--- src/rtl/reflet_mult_accumulator.sv ---
// reflet_mult_accumulator: sits behind reflet_slow_multiplication. It tags each operand
// pair issued to the multiplier and sums LENGTH products into a saturating dot product.
// The result is offered on a valid/ready port.
//
// Ports:
//   clk            rising-edge clock
//   reset          asynchronous, active-low reset
//   enable         stall control shared with the multiplier (freezes everything except
//                  the result handshake)
//   start, length  begin a dot product of `length` terms (sampled only while idle)
//   operand_valid  operand pair presented to the multiplier this cycle
//   operand_ready  block accepts an operand pair this cycle
//   product        multiplier output
//   busy           block is not idle
//   out_valid,
//   out_ready,
//   out            result handshake and dot product
//   overflow       result saturated (qualified by out_valid)
module reflet_mult_accumulator #(
  parameter int unsigned WORD_SIZE    = 6,
  parameter int unsigned MULT_LATENCY = 6,
  parameter int unsigned COUNT_WIDTH  = 4,
  parameter int unsigned ACC_WIDTH    = 16
) (
  input  logic                   clk,
  input  logic                   reset,
  input  logic                   enable,
  input  logic                   start,
  input  logic [COUNT_WIDTH-1:0] length,
  input  logic                   operand_valid,
  output logic                   operand_ready,
  input  logic [2*WORD_SIZE-1:0] product,
  output logic                   busy,
  output logic                   out_valid,
  input  logic                   out_ready,
  output logic [ACC_WIDTH-1:0]   out,
  output logic                   overflow
);

  localparam int unsigned SUM_W = ACC_WIDTH + 1;

  typedef enum logic [1:0] {
    S_IDLE   = 2'd0,
    S_ACCUM  = 2'd1,
    S_DRAIN  = 2'd2,
    S_OUTPUT = 2'd3
  } state_e;

  state_e                  state_q, state_d;
  logic [MULT_LATENCY-1:0] tag_q, tag_d;
  logic [COUNT_WIDTH-1:0]  len_q, len_d;
  logic [COUNT_WIDTH-1:0]  issued_q, issued_d;
  logic [COUNT_WIDTH-1:0]  received_q, received_d;
  logic [ACC_WIDTH-1:0]    acc_q, acc_d;
  logic                    acc_ovf_q, acc_ovf_d;
  logic [ACC_WIDTH-1:0]    out_q, out_d;
  logic                    ovf_q, ovf_d;
  logic                    ready_q, ready_d;
  logic                    busy_q, busy_d;
  logic                    valid_q, valid_d;

  logic                    accept_c;
  logic                    tag_exit_c;
  logic [SUM_W-1:0]        sum_c;
  logic [ACC_WIDTH-1:0]    acc_sat_c;

  // Issue acceptance, tag exit and saturating add of the arriving product.
  always_comb begin
    accept_c   = operand_valid && ready_q && enable;
    tag_exit_c = tag_q[MULT_LATENCY-1];
    sum_c      = SUM_W'(acc_q) + SUM_W'(product);
    acc_sat_c  = sum_c[ACC_WIDTH] ? {ACC_WIDTH{1'b1}} : sum_c[ACC_WIDTH-1:0];
  end

  // Next-state and registered-output logic.
  always_comb begin
    state_d    = state_q;
    tag_d      = tag_q;
    len_d      = len_q;
    issued_d   = issued_q;
    received_d = received_q;
    acc_d      = acc_q;
    acc_ovf_d  = acc_ovf_q;
    out_d      = out_q;
    ovf_d      = ovf_q;

    if (enable) begin
      // Shift in the issue marker; a tag leaving the top bit lines up with its product.
      tag_d = MULT_LATENCY'({tag_q, accept_c});
      if (accept_c) begin
        issued_d = issued_q + COUNT_WIDTH'(1);
      end
      if (tag_exit_c && (state_q == S_ACCUM || state_q == S_DRAIN)) begin
        acc_d      = acc_sat_c;
        acc_ovf_d  = acc_ovf_q | sum_c[ACC_WIDTH];
        received_d = received_q + COUNT_WIDTH'(1);
      end
    end

    case (state_q)
      S_IDLE: begin
        if (enable && start) begin
          len_d      = length;
          issued_d   = '0;
          received_d = '0;
          acc_d      = '0;
          acc_ovf_d  = 1'b0;
          if (length == '0) begin
            state_d = S_OUTPUT;
            out_d   = '0;
            ovf_d   = 1'b0;
          end else begin
            state_d = S_ACCUM;
          end
        end
      end
      S_ACCUM: begin
        if (enable && issued_d == len_q) begin
          state_d = S_DRAIN;
        end
      end
      S_DRAIN: begin
        // acc_d already includes a product landing this cycle.
        if (enable && received_d == len_q) begin
          state_d = S_OUTPUT;
          out_d   = acc_d;
          ovf_d   = acc_ovf_d;
        end
      end
      S_OUTPUT: begin
        // Handshake completes even while stalled.
        if (out_ready) begin
          state_d = S_IDLE;
        end
      end
      default: state_d = S_IDLE;
    endcase

    ready_d = (state_d == S_ACCUM) && (issued_d < len_d);
    busy_d  = (state_d != S_IDLE);
    valid_d = (state_d == S_OUTPUT);
  end

  // State and output registers.
  always_ff @(posedge clk or negedge reset) begin
    if (!reset) begin
      state_q    <= S_IDLE;
      tag_q      <= '0;
      len_q      <= '0;
      issued_q   <= '0;
      received_q <= '0;
      acc_q      <= '0;
      acc_ovf_q  <= 1'b0;
      out_q      <= '0;
      ovf_q      <= 1'b0;
      ready_q    <= 1'b0;
      busy_q     <= 1'b0;
      valid_q    <= 1'b0;
    end else begin
      state_q    <= state_d;
      tag_q      <= tag_d;
      len_q      <= len_d;
      issued_q   <= issued_d;
      received_q <= received_d;
      acc_q      <= acc_d;
      acc_ovf_q  <= acc_ovf_d;
      out_q      <= out_d;
      ovf_q      <= ovf_d;
      ready_q    <= ready_d;
      busy_q     <= busy_d;
      valid_q    <= valid_d;
    end
  end

  assign operand_ready = ready_q;
  assign busy          = busy_q;
  assign out_valid     = valid_q;
  assign out           = out_q;
  assign overflow      = ovf_q;

endmodule

--- config.mk ---
export PLATFORM = sky130hd
export DESIGN_NAME = reflet_mult_accumulator
export DESIGN_NICKNAME = d
export VERILOG_FILES = /design/src/rtl/reflet_mult_accumulator.sv
export SDC_FILE = /design/constraint.sdc
export NUM_CORES = 1
export LEC_CHECK = 0
export ABC_AREA = 1
export CAP_MARGIN = 20
export CORE_MARGIN = 4
export CORE_UTILIZATION = 58
export CTS_BUF_LIST = sky130_fd_sc_hd__clkbuf_2
export DETAILED_ROUTE_END_ITERATION = 10
export GPL_TIMING_DRIVEN = 0
export PLACE_DENSITY = 0.88
export SYNTH_ARGS = -nofsm -noshare
export SYNTH_HDL_FRONTEND = slang
export SYNTH_SLANG_ARGS = --single-unit
--- constraint.sdc ---
create_clock -name clk -period 2.7 [get_ports clk]
set_input_delay 0.27 -clock clk [delete_from_list [all_inputs] [get_ports clk]]
set_output_delay 0.27 -clock clk [all_outputs]
set_load 0.005 [all_outputs]
==> impl_metrics.ini <==
[synthesis]
synth_mux_area_frac = 0
synth_top_area_frac = 0.419
syn-cell-area_sq_mm = 0.00340
syn_nets = 496
yosys.area.top_type = dfrtp_1
syn_inst = 451
ys_seq_area_frac = 0.419
synth_top_family_by_area = simple AND/OR/NAND/NOR gates
synth_cell_types = 34
syn_area_per_cell_sq_um = 7.55
synth_seq_cells = 57
synthAdderAreaFrac = 0.0868
synth_xor_area_frac = 0.0257
yosys_warnings = 0
synthTopCellsByArea = dfrtp_1 (42%), nand2_1 (15%), ha_1 (8.1%)
synth-simple-area-share = 0.285
synth_compound_area_frac = 0.109

[clock_network]
cts_made_buffers = 9
clkTransAtPathRegs_ns = 0.18
htree_levels = 3
cts.sinks = 57
cts_buffer_depth = 2
clk_latency_ns = 0.48
root_buffer = clkbuf_2
cts_tree = done

[placement]
dp_hpwl_um = 5940
gp_congestion = 0.856
dpl.cell_count = 565
portBuffers = 41
place_area_sq_mm = 0.00392
pre_cts_ws_ns = -0.192

[critical_path]
crit_path_end_kind = flip-flop
start_kind = flip-flop
worst_r2r_startpoint = state_q[1]
critical_path_arrival_ns = 2.95
worstSetupStartpoint = state_q[1]
criticalPathCategory = flip-flop to flip-flop
crit_fanout = 10
required_ns = 3.11

[power_and_ir_drop]
p_int_mw = 2.38
switchingPower_mw = 1.79
power.density_mw_per_mm2 = 1020
pwr-share-clk = 0.154
totalPowerFinal_mw = 4.16
peakVddDrop_mv = 0.668
seqPwrFrac = 0.337
sw_frac_of_total = 0.429
pwr-share-comb = 0.509
leakagePower_nw = 2.19

[global_route]
antenna_found_initial = 0
grtUsageTotal = 0.227
grt-ovfl-total = 0
grt_pass1_wl_um = 13300
grt_max_degree = 36
grt_pass1_vias = 3096

[sta]
skew_ns = 0.0263
max_slew.worst_pin.slew_ns = 0.535
hold_viol = 0
relSlewSlack = 0.643
hold_slack_ns = 0.266
finalSetupTns_ns = 0
layout_setup_ws_ns = 0.160
final-setup-viol-count = 0
fmax_mhz = 394
drv_slew = 0
post-route-min-period_ns = 2.54
min_period_over_period = 0.941

[job]
cap_violations = 0

[floorplanning]
ioPinCount = 42
fp.dieH_um = 84.6
initial_core_util = 0.607
die_w_um = 84.6
core_area_sq_mm = 0.00561
rows = 27
dieArea_sq_mm = 0.00716

[cells_and_area]
fin_nets = 551
drive_gt1_frac = 0.0685
insertedDiodeCount = 0
nFillCells = 444
instances_no_fill = 583
post-route-util = 0.729
stdcell_area_sq_mm = 0.00409
area_delta_synth_final_pct = 20.1
multi_input_area_sq_mm = 0.00173
seqCellArea_sq_mm = 0.00143

[route]
ant_nets = 0
drt-wirelength-per-cell_um = 13.4
drtIter0Drc = 154
routed-via-count = 3185
drcViolationCount = 0
dr.pass1.iters = 6
routed_via_density = 5.46
wl_um = 7820

[status]
status = completed

[hold_path]
hold_class = input port to asynchronous set/reset pin
sequential cells by signal, indices dropped and copies added (netlist names):
signal and flops:
overflow 1, acc_ovf_q 1, out_valid 1, tag_q 6
state_q 2, received_q 4, out 16, busy 1
issued_q 4, operand_ready 1, acc_q 16, len_q 4
layout by cell type (no fill, tap or decap), types with 2 or more instances in the layout:
cell and n:
nand2_1 139, dfrtp_1 57, inv_1 55, clkdlybuf4s50_1 40
nor2_1 39, nand3_1 36, o21ai_0 26, ha_1 22
a21oi_1 16, clkbuf_2 11, xor2_1 8, o22ai_1 8
a31oi_1 5, nand4_1 4, or2_2 3, a21o_1 3
buf_2 3, clkinvlp_4 3, buf_4 2, inv_2 2
xnor2_1 2, buf_1 2, nor3_1 2, and2_1 2
nand2_4 2, bufinv_16 2
worst max-delay path, stage by stage, from the launching register on:
cell and delay (ns):
dfrtp_1 0.45, inv_1 0.16, ha_1 0.17, inv_1 0.06
nor2_1 0.18, clkbuf_4 0.23, inv_1 0.11, or2_2 0.28
o21ai_0 0.11, ha_1 0.28, a21oi_1 0.15, o21a_1 0.14
nand3_1 0.07, nor2_1 0.09
cell families (layout without fill, tap and decap cells):
family                     after synthesis  count (layout)
DFF                                     57              57
adders and majority gates               23              23
xor gates and xnor gates                10              10
and+or+nand+nor                        230             230
AOI/OAI and AO/OA                       65              65
buffers and inverters                   66             126
what timing repair did:
action | 4_1_cts | 5_1_grt
setup buffers | 0 | 1
setup endpoints to repair | 0 | 12
endpoints found under the hold margin | 22 | 0
hold buffers | 1 | 0
resized for setup | 0 | 6
synth_stat cells, drive strengths merged:
cell    instances
a211oi          1
nand3          37
xnor2           2
nand2         142
a21oi          16
o21ai          26
o211ai          1
a31oi           5
fa              1
o22a            1
o22ai           8
a311o           1
dfrtp          57
inv            58
clkbuf          1
ha             22
a21boi          1
nand4           4
nor3            2
o21a            1
and2            2
a21o            3
o21bai          1
xor2            8
nor2           40
buf             7
or2             3
routing by layer:
metal | share of wire | track usage | up-vias
met3 | 0.062 | 0.0510 | 30
met5 | 0 | 0 | -
met2 | 0.48 | 0.382 | 129
li1 | - | - | 1573
met4 | 0.032 | 0.112 | 0
met1 | 0.43 | 0.272 | 1453
layout make-up:
| type | count | area share |
|---|---|---|
| buffer | 8 | 0.0104 |
| clock buffer | 9 | 0.0110 |
| clock inverter | 7 | 0.0233 |
| inverter | 58 | 0.0539 |
| multi-input combinational | 328 | 0.422 |
| sequential | 57 | 0.349 |
| tap | 72 | 0.0220 |
| timing repair buffer | 44 | 0.108 |
final timing paths:
kind / slack, ns / cells past startpoint / end
max: 0.16 / 13 / operand_ready
min: 0.27 / 2 / tag_q[4]
max reg2reg: 0.16 / 13 / operand_ready
min reg2reg: 0.49 / 2 / tag_q[4]
max in group asynchronous: 1.85 / 3 / received_q[1]
min in group clk: 0.43 / 3 / len_q[0]
power by group through the flow:
stage / registers (mW) / logic [mW] / clock network [mW]
2_1_floorplan: 1.37 / 1.42 / 0
3_3_place_gp: 1.41 / 1.98 / 0
3_5_place_dp: 1.42 / 2.06 / 0
4_1_cts: 1.40 / 2.08 / 0.650
5_1_grt: 1.45 / 2.39 / 0.689
6_report: 1.40 / 2.12 / 0.642
Power figures use the tool's default switching activity.
==> RTL change (same flow settings) <==
Take the reset off `tag_q` and load it in a clocked block of its own.
--- a/src/rtl/reflet_mult_accumulator.sv
+++ b/src/rtl/reflet_mult_accumulator.sv
@@ -145,7 +145,6 @@
   always_ff @(posedge clk or negedge reset) begin
     if (!reset) begin
       state_q    <= S_IDLE;
-      tag_q      <= '0;
       len_q      <= '0;
       issued_q   <= '0;
       received_q <= '0;
@@ -158,7 +157,6 @@
       valid_q    <= 1'b0;
     end else begin
       state_q    <= state_d;
-      tag_q      <= tag_d;
       len_q      <= len_d;
       issued_q   <= issued_d;
       received_q <= received_d;
@@ -172,6 +170,10 @@
     end
   end
 
+  always_ff @(posedge clk) begin
+    tag_q <= tag_d;
+  end
+
   assign operand_ready = ready_q;
   assign busy          = busy_q;
   assign out_valid     = valid_q;
Behaviour: differs if reset is asserted again (counterexample within 10 cycles, from zero or initial values and one cycle with reset low); with reset held inactive, the same outputs for 10 cycles.
==> RTL change against the unedited design <==
- worst setup slack improved by 0.11 ns
- total power increased by 3.0%
- synthesized cell count decreased by 3.8%
- synthesized area decreased by 0.85%
- clock skew decreased by 0.0020 ns
- design area decreased by 1.7%
- routed wire length decreased by 2.7%
- fmax increased by 4.3%
- sequential cell count unchanged
- hold slack improved by 0.028 ns
- largest power group unchanged
- highest routed layer unchanged
==> RTL change: results (changes against the unedited design) <==
The filler-free cell count of the finished design is 567 (-2.7%). The cell area reported after detailed placement came out at 0.00389 sq mm (-0.73%). The layout clock buffer count is 10 (+1).

The via density per instance is 5.36 (-2.0%). The deepest clock path buffer count is 2 (unchanged). The critical path starts at enable.

The setup slack of the most critical reg-to-reg path came out at 0.27 ns (+0.11 ns). The post-synthesis xor/xnor area fraction came out at 2.60% (+0.022 points). The run finished with clean final reports. The met2 global-route usage came out at 39.2% (+0.95 points). The aggregate global-route resource usage came out at 22.5% (-0.13 points). The headroom to the max-slew limit was 62.5% (-1.9 points). The global-route wire length before repair came out at 13000 um (-2.3%). The cell count after synthesis came to 434 (-3.8%). The pin count of the biggest net entering global routing came to 29 (-19%). The slowest stage cell on the critical path is sky130_fd_sc_hd__clkdlybuf4s50_1.

Counting instances in the post-synthesis netlist gives the leading cell types as 132 x sky130_fd_sc_hd__nand2_1, 51 x sky130_fd_sc_hd__dfrtp_1, 51 x sky130_fd_sc_hd__inv_1. The layout cell share with drive strength beyond 1 came out at 6.87% (+0.019 points). The routing usage on met3 is 5.00% (-0.098 points). The maximum fanout encountered on the critical timing path is 12 (+2). The flip-flop and latch share of the layout cell area is 36.3% (+1.4 points). The setup skew after layout came out at 0.0242 ns (-0.00204 ns). The compound-cell area share of the yosys netlist is 10.3% (-0.57 points). By area the synthesized netlist is led by sky130_fd_sc_hd__dfrtp_1 38%, sky130_fd_sc_hd__nand2_1 15%, sky130_fd_sc_hd__ha_1 8.2%, sky130_fd_sc_hd__inv_1 5.7%, sky130_fd_sc_hd__nand3_1 5.5%. The synthesized-area fraction occupied by adder cells came to 8.75% (+0.074 points).

The number of search-and-repair iterations in the first detailed-routing pass was 4 (-2). The slack of the critical path came out at 0.266 ns (+0.105 ns). The delay of the slowest critical-path stage came to 0.80 ns (+0.35 ns).

The placer congestion estimate is 0.879 (+2.7%). The sequential share of power came out at 33.2% (-0.5 points). The layout net count came out at 535 (-2.9%).

The core footprint came to 0.00557 sq mm (-0.60%). The iteration-0 DRC count of the detailed router is 156 (+1.3%). The async set-or-reset flop fraction in the synthesized netlist was 89.5% (-11 points). The net load switching power came out at 1910 uW (+6.9%). The clock network area share came out at 2.49% (-0.94 points). The non-clock buffer contribution to total cell area is 12.1% (+0.18 points). The number of cells in the design after placement is 548 (-3.0%). The peak supply drop is 779 uV (+17%). The dominant delay contributor by cell family on the critical path is buffers and inverters. The global routing usage on met1 is 28.1% (+0.88 points). The standby leakage power is 0.00211 uW (-3.7%).

Following the worst setup path forward leads to its endpoint at operand_ready$_DFF_PN0_. The net count after synthesis is 479 (-3.4%). The setup slack after placement came to -0.366 ns (-0.174 ns). The startpoint of the worst-slack reg-to-reg timing path is state_q[0]$_DFF_PN0_. The layout inverter count without the clock tree came to 54 (-6.9%). The power in combinational cells was 2350 uW (+11%). The filler cell count in the final layout is 451 (+1.6%).

The sequential fraction of the synthesis area came to 43.2% (+1.2 points).
RTL change: worst min path at each step:
| stage | slack (ns) | from | to | cells after the start |
|---|---|---|---|---|
| 2_1_floorplan | -0.03 | reset | acc_ovf_q$_DFF_PN0_ | 0 |
| 3_5_place_dp | 0.29 | reset | acc_q[5]$_DFF_PN0_ | 1 |
| 6_report | 0.29 | reset | acc_q[5]$_DFF_PN0_ | 2 |
| 3_3_place_gp | 0.40 | tag_q[1]$_DFFE_PP_ | tag_q[2]$_DFFE_PP_ | 0 |
| 4_1_cts | 0.29 | reset | acc_q[5]$_DFF_PN0_ | 2 |
| 5_1_grt | 0.31 | reset | state_q[0]$_DFF_PN0_ | 2 |
RTL change: layer usage:
layer / up-vias / routed length, um
met2: 79 / 3740
met5: - / 0
met4: 0 / 99
met3: 12 / 395
li1: 1520 / -
met1: 1426 / 3370
